===== config.mk =====
export PLATFORM = sky130hd
export DESIGN_NAME = pipelined_array_mult
export DESIGN_NICKNAME = d
export VERILOG_FILES = /design/src/rtl/pipelined_array_mult.sv
export SDC_FILE = /design/constraint.sdc
export NUM_CORES = 1
export LEC_CHECK = 0
export BUFFER_PORTS_ARGS = -buffer_cell sky130_fd_sc_hd__clkbuf_2
export CAP_MARGIN = 10
export CORE_MARGIN = 4
export CORE_UTILIZATION = 53
export DETAILED_ROUTE_END_ITERATION = 8
export GPL_ROUTABILITY_DRIVEN = 0
export HOLD_SLACK_MARGIN = 0.05
export PLACE_DENSITY = 0.75
export SYNTH_ARGS = -nofsm -noshare
export SYNTH_HDL_FRONTEND = slang
export SYNTH_SLANG_ARGS = --single-unit

===== constraint.sdc =====
create_clock -name clk -period 1.9 [get_ports clk]
set_clock_uncertainty 0.05 [all_clocks]
set_input_delay 0.095 -clock clk [delete_from_list [all_inputs] [get_ports clk]]
set_output_delay 0.095 -clock clk [all_outputs]
set_load 0.01 [all_outputs]

===== src/rtl/pipelined_array_mult.sv =====
// pipelined_array_mult: valid/ready array multiplier that reduces one
// partial-product row per pipeline stage, with per-transaction signed or
// unsigned operation, a global stall and a synchronous flush.
module pipelined_array_mult #(
  parameter int WIDTH = 4
) (
  input  logic                 clk,
  input  logic                 rst_n,
  input  logic                 flush,
  input  logic                 in_valid,
  output logic                 in_ready,
  input  logic [WIDTH-1:0]     in_a,
  input  logic [WIDTH-1:0]     in_b,
  input  logic                 in_signed,
  output logic                 out_valid,
  input  logic                 out_ready,
  output logic [2*WIDTH-1:0]   out_p,
  output logic                 busy
);

  localparam int PW = 2 * WIDTH;

  // Widen an operand to product width; sign bits are replicated only in signed mode.
  function automatic logic [PW-1:0] extendOperand(input logic [WIDTH-1:0] v, input logic s);
    extendOperand = {{WIDTH{s & v[WIDTH-1]}}, v};
  endfunction

  logic [WIDTH-1:0]           valid_q, valid_d;
  logic [WIDTH-1:0][WIDTH-1:0] opA_q, opA_d;
  logic [WIDTH-1:0][WIDTH-1:0] opB_q, opB_d;
  logic [WIDTH-1:0]           isSigned_q, isSigned_d;
  logic [WIDTH-1:0][PW-1:0]   sum_q, sum_d;
  logic [WIDTH-1:0][PW-1:0]   rowTerm;
  logic                       advance;
  logic                       unusedBits;

  // The whole pipeline moves together unless a finished result is waiting on the consumer.
  assign advance   = ~valid_q[WIDTH-1] | out_ready;
  assign in_ready  = advance & ~flush;
  assign out_valid = valid_q[WIDTH-1];
  assign out_p     = sum_q[WIDTH-1];
  assign busy      = |valid_q;

  // The last stage's operands and most multiplier bits are carried only so every stage holds a full transaction.
  assign unusedBits = ^{opA_q[WIDTH-1], opB_q, isSigned_q[WIDTH-1]};

  // Row i is the (possibly sign-extended) multiplicand gated by multiplier bit i and shifted into place.
  always_comb begin
    rowTerm    = '0;
    rowTerm[0] = in_b[0] ? extendOperand(in_a, in_signed) : '0;
    for (int i = 1; i < WIDTH; i++) begin
      rowTerm[i] = opB_q[i-1][i] ? (extendOperand(opA_q[i-1], isSigned_q[i-1]) << i) : '0;
    end
  end

  // Next state: flush drops every valid bit but keeps data; otherwise shift on advance, hold on stall.
  always_comb begin
    valid_d    = valid_q;
    opA_d      = opA_q;
    opB_d      = opB_q;
    isSigned_d = isSigned_q;
    sum_d      = sum_q;
    if (flush) begin
      valid_d = '0;
    end else if (advance) begin
      valid_d[0]    = in_valid;
      opA_d[0]      = in_a;
      opB_d[0]      = in_b;
      isSigned_d[0] = in_signed;
      sum_d[0]      = rowTerm[0];
      for (int i = 1; i < WIDTH; i++) begin
        valid_d[i]    = valid_q[i-1];
        opA_d[i]      = opA_q[i-1];
        opB_d[i]      = opB_q[i-1];
        isSigned_d[i] = isSigned_q[i-1];
        // The top multiplier bit weighs -2^(WIDTH-1) in two's complement, so its row is subtracted.
        if (isSigned_q[i-1] && (i == WIDTH - 1)) begin
          sum_d[i] = sum_q[i-1] - rowTerm[i];
        end else begin
          sum_d[i] = sum_q[i-1] + rowTerm[i];
        end
      end
    end
  end

  // Stage registers with asynchronous clear of both valid bits and data.
  always_ff @(posedge clk or negedge rst_n) begin
    if (!rst_n) begin
      valid_q    <= '0;
      opA_q      <= '0;
      opB_q      <= '0;
      isSigned_q <= '0;
      sum_q      <= '0;
    end else begin
      valid_q    <= valid_d;
      opA_q      <= opA_d;
      opB_q      <= opB_d;
      isSigned_q <= isSigned_d;
      sum_q      <= sum_d;
    end
  end

endmodule


==> flow_metrics.py, run 1 <==
metrics = {
    "pwr": {
        "p_int_uw": 2060,
        "p_sw_frac": 0.318,
        "power_density_mw_per_mm2": 904,
        "p_leak_uw": 0.00174,
        "switchingPower_uw": 961,
        "power_frac_comb": 0.294,
        "power_frac_clock": 0.225,
        "vdd_drop_max_mv": 0.411,
        "seq_power_share": 0.481,
    },
    "clock_network": {
        "clk_latency_ns": 0.31,
        "numClockSinks": 54,
        "htreeDepth": 2,
        "clockBufferDepth": 2,
        "ctsRootBufferMaster": "clkbuf_8",
        "numCtsBuffers": 5,
        "clk_pin_slew_ns": 0.10,
        "cts_tree": "yes",
    },
    "outcome": {
        "violations": "negative setup slack",
        "status": "finished, violations left",
    },
    "sta": {
        "setup_viol": 3,
        "max_freq_ghz": 0.477,
        "drv_slew": 0,
        "finalHoldViolCount": 0,
        "fin_hold_ws_ns": 0.167,
        "fin_crit_ns": 2.10,
        "slew-limit-headroom": 0.565,
        "rsz0062_at_grt": "yes",
        "worst_slew_pin_slew_ns": 0.652,
        "fin_crit_sh": 1.10,
        "postLayoutSetupSlackWorst_ns": -0.195,
    },
    "min_path": {
        "hold_depth": 5,
        "hp-class": "primary input to register",
    },
    "synthesis": {
        "netlist_area_mm2": 0.00278,
        "avgSynthCellArea_um2": 9.18,
        "synth-async-reset-ratio": 1.00,
        "ys_types": 38,
        "yosys-top-cells-count": "nand2_1, dfrtp_1, ha_1",
        "ys_seq_area_frac": 0.486,
        "yosys.area.top_type_share": 0.486,
        "synth_largest_area_cell": "dfrtp_1",
        "synth_cells": 303,
        "yosys_warnings": 0,
        "yosys_most_used_dff": "dfrtp_1",
        "syn_nets": 334,
        "synth-edff-count": 0,
        "synth.most_common_cell": "nand2_1",
        "ys_ff_latch": 54,
        "synthTopCellsByArea": "dfrtp_1, nand2_1, ha_1",
    },
    "cells_and_area": {
        "drive_gt1_frac": 0.227,
        "n_fill_cell": 438,
        "multi_input_area_mm2": 0.00135,
        "antenna_cells": 0,
        "synthToLayoutAreaGrowth_pct": 20.2,
        "final_net_count": 382,
        "register_area_mm2": 0.00135,
        "fin_area_mm2": 0.00335,
    },
    "drt": {
        "drc": 0,
        "viasPerCell": 4.99,
        "vias": 2105,
        "dr.pass1.iters": 6,
        "wirelength_mm": 4.90,
        "wl_per_cell_um": 11.6,
        "ant_nets": 0,
        "initialDrtViolationCount": 66,
    },
    "global_route": {
        "overflow": 0,
        "grt_max_degree": 55,
        "antenna_found_initial": 0,
        "track_usage": 0.174,
        "grt_pass1_wl_mm": 8.87,
        "grt_pass1_vias": 2084,
    },
    "floorplanning": {
        "die_h_um": 80.5,
        "die_area_mm2": 0.00647,
        "initial_utilization": 0.545,
        "core_mm2": 0.00511,
        "row_count": 26,
        "die_w_um": 80.5,
        "num_io_pins": 25,
    },
    "job": {
        "max_cap_viol_count": 0,
    },
    "worst_setup_path": {
        "critPathRequiredTime_ns": 2.06,
        "criticalPathCategory": "register to register",
        "cp.arrival_ns": 2.25,
        "cp_max_fo": 4,
        "cp-end-kind": "register",
        "crit_path_start_kind": "register",
        "r2r_cells": 9,
    },
    "placed_design": {
        "post-dp-hpwl_mm": 3.27,
        "place_ws_ns": -0.215,
        "portBuffers": 24,
        "placed_area_mm2": 0.00301,
    },
}
path summary, 6_finish.rpt:
path | startpoint | end | slack [ns]
setup / recovery | opB_q[11] | out_p[5] | -0.20
hold / removal | out_ready | valid_q[3] | 0.17
setup reg to reg | opB_q[11] | out_p[5] | -0.20
hold reg to reg | sum_q[0] | sum_q[8] | 0.42
max in group asynchronous | rst_n | valid_q[2] | 0.99
min in group asynchronous | rst_n | opB_q[3] | 0.38
critical path: stages (launching register included):
cell and delay, ns:
dfrtp_1 0.41, nand2_2 0.09, ha_4 0.24, and2b_2 0.18
a31oi_1 0.15, ha_1 0.26, o21a_2 0.16, or3_1 0.33
nand3_1 0.08, nand2_1 0.06
per-stage QoR:
step           total power, µW  setup TNS, ns  std cells  utilization
6_report                  3020         -0.502        422        0.655
5_1_grt                   3260         -0.883        422        0.655
4_1_cts                   3010         -0.480        420        0.640
3_5_place_dp              2290         -0.757        398        0.589
3_3_place_gp              2250         -0.417        398        0.589
2_1_floorplan             2060         -0.332        303            -
layout make-up:
type,instances,area share
flip-flops and latches,54,0.404
multi-input cells,225,0.402
repair buffers,62,0.135
well taps,70,0.0262
clock buffers,5,0.0206
clock inverters,3,0.00860
inverters,3,0.00374
cells in the final DEF, fill, tap and decap left out, types with 2 or more instances in the layout:
cell type / instances
a21o_1: 6
a21oi_1: 3
a21oi_2: 2
a31oi_1: 4
and2_1: 8
and3_1: 2
buf_4: 24
clkbuf_2: 24
clkbuf_8: 5
dfrtp_1: 54
dlygate4sd3_1: 12
fa_2: 2
ha_1: 9
ha_2: 2
ha_4: 4
inv_1: 2
mux2i_1: 3
nand2_1: 116
nand2_2: 2
nand3_1: 8
nand3b_1: 2
nand4_1: 3
nor2_1: 10
o21ai_0: 8
o21ai_1: 2
or3_1: 2
xnor2_1: 3
xor2_1: 6
sequential cells by signal, indices dropped and copies added (netlist names):
name and cells:
isSigned_q 3, opB_q 6, sum_q 21, out_p 8, valid_q 4, opA_q 12
metal layers:
| metal | vias to the layer above | global-route usage | wire, µm |
|---|---|---|---|
| met5 | - | 0 | 0 |
| met4 | 0 | 0.0608 | 87 |
| met3 | 9 | 0.0336 | 132 |
| met2 | 22 | 0.312 | 2540 |
| met1 | 991 | 0.207 | 2140 |
| li1 | 1083 | - | - |
cells by family after synthesis:
kind of cell	count (synthesis)	share of synthesized area
AND/OR/NAND/NOR	163	0.252
flip-flops	54	0.486
AO/OA/AOI/OAI	33	0.0778
buffers and inverters	24	0.0634
adder cells (fa/ha/maj)	17	0.0818
XOR/XNOR	9	0.0283
multiplexers	3	0.0108
power groups by stage:
stage	sequential, µW	clock, µW	combinational, µW
final	1460	679	890
after detailed placement	1480	0	808
after CTS	1460	700	857
after global routing	1480	749	1020
after global placement	1470	0	783
after floorplan	1450	0	615
repair_timing:
item,in CTS,in global routing
hold endpoints to repair,71,0
hold buffers,12,0
setup buffers,2,2
setup endpoints to repair,8,9
resized for setup,6,12
pin swaps,6,7
gates cloned,0,0
Note: power is estimated with default switching activity, not from simulation.
==> inputs of run 2 (changes only) <==
--- a/config.mk
+++ b/config.mk
@@ -5,7 +5,7 @@
 export SDC_FILE = /design/constraint.sdc
 export NUM_CORES = 1
 export LEC_CHECK = 0
-export BUFFER_PORTS_ARGS = -buffer_cell sky130_fd_sc_hd__clkbuf_2
+export BUFFER_PORTS_ARGS = -buffer_cell sky130_fd_sc_hd__buf_2
 export CAP_MARGIN = 10
 export CORE_MARGIN = 4
 export CORE_UTILIZATION = 53
==> run 2 against run 1 <==
Compared with the run above:
- the flow still finishes with violations (negative setup slack)
- highest routed layer unchanged
- critical endpoint unchanged
- non-clock buffer count increased by 1
- total power increased by 3.5%
- clock-buffer cell count increased by 1
==> flow_metrics.py, run 2 (same netlist as run 1, synthesis figures left out) <==
metrics = {
    "cells_and_area": {
        "fin_area_mm2": 0.00336,
        "synthToLayoutAreaGrowth_pct": 20.9,
        "multi_input_area_mm2": 0.00135,
        "register_area_mm2": 0.00135,
        "postLayoutCoreUtil": 0.659,
        "final_net_count": 383,
        "largest_reg_flops": 21,
        "drive_gt1_frac": 0.227,
        "final_cell_mix": "nand2_1, dfrtp_1, buf_4",
        "antenna_cells": 0,
        "layout_commonest_cell": "nand2_1",
        "regMostFlops": "sum_q",
        "instances_no_fill": 422,
        "n_fill_cell": 410,
    },
    "outcome": {
        "status": "finished, violations left",
        "violations": "negative setup slack",
    },
    "global_route": {
        "gr-usage-met2": 0.325,
        "track_usage": 0.177,
        "overflow": 0,
        "grt-busiest-layer": "met2",
        "grt_pass1_vias": 2097,
        "grt_max_degree": 55,
        "gr-usage-met3": 0.0336,
        "grt_pass1_wl_mm": 9.00,
        "met1_usage": 0.211,
        "antenna_found_initial": 0,
    },
    "drt": {
        "initialDrtViolationCount": 78,
        "wl_per_cell_um": 12.5,
        "drc": 0,
        "viasPerCell": 5.01,
        "dr.pass1.iters": 4,
        "wirelength_mm": 5.28,
        "ant_nets": 0,
        "vias": 2115,
    },
    "clock_network": {
        "clk_pin_slew_ns": 0.09,
        "clockBufferDepth": 2,
        "cts_tree": "yes",
        "numCtsBuffers": 5,
        "numClockSinks": 54,
        "htreeDepth": 2,
        "clk_latency_ns": 0.30,
        "ctsRootBufferMaster": "clkbuf_8",
    },
    "sta": {
        "finalHoldViolCount": 0,
        "fin_crit_sh": 1.10,
        "slew-limit-headroom": 0.558,
        "rsz0062_at_grt": "yes",
        "max_freq_ghz": 0.480,
        "worst_slew_pin_slew_ns": 0.664,
        "drv_slew": 0,
        "postLayoutSetupSlackWorst_ns": -0.181,
        "setup_viol": 4,
        "fin_crit_ns": 2.08,
    },
    "placed_design": {
        "dp.cells": 399,
        "place_ws_ns": -0.214,
        "portBuffers": 24,
        "placed_area_mm2": 0.00302,
        "post-dp-hpwl_mm": 3.36,
    },
    "worst_setup_path": {
        "criticalPathCategory": "register to register",
        "critPathRequiredTime_ns": 2.05,
        "cp.arrival_ns": 2.23,
        "cp_max_fo": 4,
        "crit_path_start_kind": "register",
        "cp-end-kind": "register",
    },
    "pwr": {
        "vdd_drop_max_mv": 0.491,
        "power_density_mw_per_mm2": 930,
        "p_total_uw": 3130,
        "p_leak_uw": 0.00175,
    },
    "min_path": {
        "hp-class": "primary input to register",
    },
    "floorplanning": {
        "core_mm2": 0.00511,
        "row_count": 26,
        "initial_utilization": 0.545,
        "die_w_um": 80.5,
        "num_io_pins": 25,
        "die_h_um": 80.5,
        "die_area_mm2": 0.00647,
    },
    "job": {
        "max_cap_viol_count": 0,
    },
}
## run 2: changes by cell type in the layout (fill, tap and decap cells not counted), sizes merged
cell,previous run,this run
inv,4,2
clkbuf,29,6
buf,26,51
clkinv,2,1
bufinv,0,1
## run 2: layer usage
metal / vias up / routed length, µm / share of wire
met4: 0 / 42 / 0.0079
met3: 4 / 138 / 0.026
li1: 1085 / - / -
met5: - / 0 / 0
met1: 1005 / 2270 / 0.43
met2: 21 / 2840 / 0.54
## run 2: repair_timing
action,4_1_cts,5_1_grt
pin swaps,5,1
endpoints found under the hold margin,71,0
hold buffers,12,0
gates resized for setup,7,9
setup buffers,2,2
endpoints found under the setup margin,7,8
## run 2: cell type report
class / instances / area share
clock buffer: 6 / 0.0245
clock inverter: 1 / 0.00893
inverter: 3 / 0.00372
multi-input combinational: 225 / 0.400
sequential: 54 / 0.402
tap: 70 / 0.0260
timing repair buffer: 63 / 0.135
## run 2: path summary, 6_finish.rpt
kind                       startpoint    endpoint  slack [ns]  cells past startpoint
max reg2reg                 opB_q[11]    out_p[5]       -0.18                      9
min                         out_ready  valid_q[3]        0.18                      5
max in group asynchronous       rst_n   sum_q[12]        0.96                      3
min in group asynchronous       rst_n    out_p[7]        0.40                      3
min reg2reg                  sum_q[8]   sum_q[16]        0.43                      2
max                         opB_q[11]    out_p[5]       -0.18                      9
## run 2: report_power, final
| part | switching [µW] | internal [µW] | total, µW | leakage, µW |
|---|---|---|---|---|
| sequential | 126 | 1330 | 1460 | 0.000685 |
| combinational | 441 | 453 | 894 | 0.00101 |
| clock | 354 | 422 | 776 | 0.0000573 |
## run 2: stage by stage
| stage | setup TNS, ns | hold slack (ns) |
|---|---|---|
| final | -0.469 | 0.177 |
| after global routing | -0.944 | 0.219 |
| after CTS | -0.461 | 0.169 |
| after detailed placement | -0.668 | 0.212 |
| after global placement | -0.422 | 0.210 |
| after floorplan | -0.332 | -0.251 |
## run 2: worst max-delay path, stage by stage (launching register included)
cell and delay, ns:
dfrtp_1 0.40, nand2_2 0.07, ha_1 0.26, and2b_2 0.18
a31oi_1 0.14, ha_1 0.27, o21a_1 0.16, or3_1 0.32
nand3_1 0.07, nand2_1 0.06
==> inputs of run 3 (changes only) <==
--- a/config.mk
+++ b/config.mk
@@ -7,12 +7,13 @@
 export LEC_CHECK = 0
 export BUFFER_PORTS_ARGS = -buffer_cell sky130_fd_sc_hd__buf_2
 export CAP_MARGIN = 10
+export CORE_ASPECT_RATIO = 2
 export CORE_MARGIN = 4
-export CORE_UTILIZATION = 53
+export CORE_UTILIZATION = 43
 export DETAILED_ROUTE_END_ITERATION = 8
 export GPL_ROUTABILITY_DRIVEN = 0
 export HOLD_SLACK_MARGIN = 0.05
-export PLACE_DENSITY = 0.75
 export SYNTH_ARGS = -nofsm -noshare
 export SYNTH_HDL_FRONTEND = slang
 export SYNTH_SLANG_ARGS = --single-unit
+export TNS_END_PERCENT = 5
==> run 3 against run 2 <==
Compared with the run above:
- the run still ends with negative setup slack left
- clock power increased by 19%
- clock-buffer cell count did not move
- sequential power is essentially flat
- total power increased by 4.6%
- sequential cell count unchanged
- via count up 0.95%
- combinational power fell by 0.7%
- critical path type unchanged
==> flow_metrics.py, run 3 (same netlist as run 1, synthesis figures left out) <==
metrics = {
    "global_route": {
        "grt_pass1_vias": 2145,
        "overflow": 0,
        "track_usage": 0.155,
        "grt_max_degree": 46,
        "grt_pass1_wl_mm": 9.34,
        "antenna_found_initial": 0,
    },
    "sta": {
        "max_freq_ghz": 0.463,
        "slew-limit-headroom": 0.655,
        "fin_crit_sh": 1.14,
        "fin_crit_ns": 2.16,
        "drv_slew": 0,
        "setup_viol": 4,
        "fin_setup_tns_ns": -0.631,
        "worst_slew_pin_slew_ns": 0.518,
        "postLayoutSetupSlackWorst_ns": -0.259,
        "finalHoldViolCount": 0,
        "rsz0062_at_grt": "yes",
        "fin_hold_ws_ns": 0.172,
    },
    "clock_network": {
        "clk_latency_ns": 0.29,
        "numCtsBuffers": 5,
        "clockBufferDepth": 2,
        "ctsRootBufferMaster": "clkbuf_16",
        "cts_tree": "yes",
        "numClockSinks": 54,
        "htreeDepth": 2,
        "clk_pin_slew_ns": 0.07,
    },
    "floorplanning": {
        "die_h_um": 122,
        "initial_utilization": 0.441,
        "core_mm2": 0.00631,
        "row_count": 41,
        "die_w_um": 64.9,
        "die_area_mm2": 0.00790,
        "num_io_pins": 25,
    },
    "worst_setup_path": {
        "cp_max_fo": 4,
        "crit_start": "opB_q[11]",
        "timing.rr.start": "opB_q[11]",
        "criticalPathCategory": "register to register",
        "critPathRequiredTime_ns": 2.03,
        "cp.arrival_ns": 2.29,
        "crit_path_start_kind": "register",
        "cp-end-kind": "register",
    },
    "drt": {
        "wirelength_mm": 5.53,
        "drc": 0,
        "initialDrtViolationCount": 66,
        "vias": 2135,
        "ant_nets": 0,
        "viasPerCell": 4.86,
        "dr.pass1.iters": 4,
        "wl_per_cell_um": 12.6,
    },
    "placed_design": {
        "post-dp-hpwl_mm": 3.92,
        "place_ws_ns": -0.218,
        "portBuffers": 24,
        "placed_area_mm2": 0.00306,
    },
    "cells_and_area": {
        "n_fill_cell": 600,
        "regMostFlops": "sum_q",
        "drive_gt1_frac": 0.224,
        "largest_reg_flops": 21,
        "synthToLayoutAreaGrowth_pct": 22.7,
        "multi_input_area_mm2": 0.00134,
        "register_area_mm2": 0.00135,
        "layout_commonest_cell": "nand2_1",
        "antenna_cells": 0,
        "final_net_count": 383,
        "final_cell_mix": "nand2_1, dfrtp_1, buf_4",
        "fin_area_mm2": 0.00341,
    },
    "pwr": {
        "p_leak_uw": 0.00177,
        "power_density_mw_per_mm2": 959,
        "vdd_drop_max_mv": 0.856,
    },
    "job": {
        "max_cap_viol_count": 0,
    },
    "outcome": {
        "status": "finished, violations left",
        "violations": "negative setup slack",
    },
    "min_path": {
        "hp-class": "primary input to register",
        "hold_path.startpoint": "out_ready",
    },
}
==> run 3: repair_timing <==
| action | 4_1_cts | 5_1_grt |
|---|---|---|
| endpoints found under the hold margin | 36 | 0 |
| setup buffers | 0 | 1 |
| hold buffers | 12 | 0 |
| pin swaps | 3 | 8 |
| resized for setup | 4 | 9 |
| endpoints found under the setup margin | 7 | 9 |
==> run 3: per-layer routing <==
layer  vias up  track usage  wire (µm)
met5         -            0          0
met4         0       0.0874        235
met3        18       0.0332        188
met2        39        0.296       3130
met1      1000        0.147       1970
li1       1078            -          -
==> run 3: worst paths after layout <==
| kind | to | cells past startpoint | slack [ns] |
|---|---|---|---|
| max | out_p[5] | 9 | -0.26 |
| min | valid_q[3] | 5 | 0.17 |
| max reg2reg | out_p[5] | 9 | -0.26 |
| min reg2reg | out_p[0] | 2 | 0.42 |
| max in group asynchronous | sum_q[11] | 3 | 0.90 |
| min in group asynchronous | sum_q[21] | 2 | 0.26 |
==> run 3: cell type report <==
cell class / instances / area share
flip-flops and latches: 54 / 0.396
multi-input cells: 225 / 0.391
repair buffers: 63 / 0.133
clock buffers: 6 / 0.0407
well taps: 86 / 0.0315
clock inverters: 2 / 0.00367
inverters: 3 / 0.00367
==> run 3: worst max-delay path, cell delays in order, from the launching register on <==
cell	delay, ns
dfrtp_1	0.42
nand2_2	0.10
ha_4	0.23
and2b_2	0.18
a31oi_1	0.16
ha_1	0.27
o21a_2	0.15
or3_1	0.35
nand3_1	0.08
nand2_1	0.06
==> run 3: power by group <==
group          leakage, µW  switching, µW  internal [µW]
Sequential        0.000685            123           1340
Clock            0.0000729            404            522
Combinational      0.00101            444            444
==> run 3: through the flow <==
step	power (µW)	utilization	cells
after floorplan	2060	-	303
after global placement	2280	0.484	418
after detailed placement	2310	0.484	418
after CTS	3280	0.530	438
after global routing	3500	0.541	439
final	3270	0.541	439
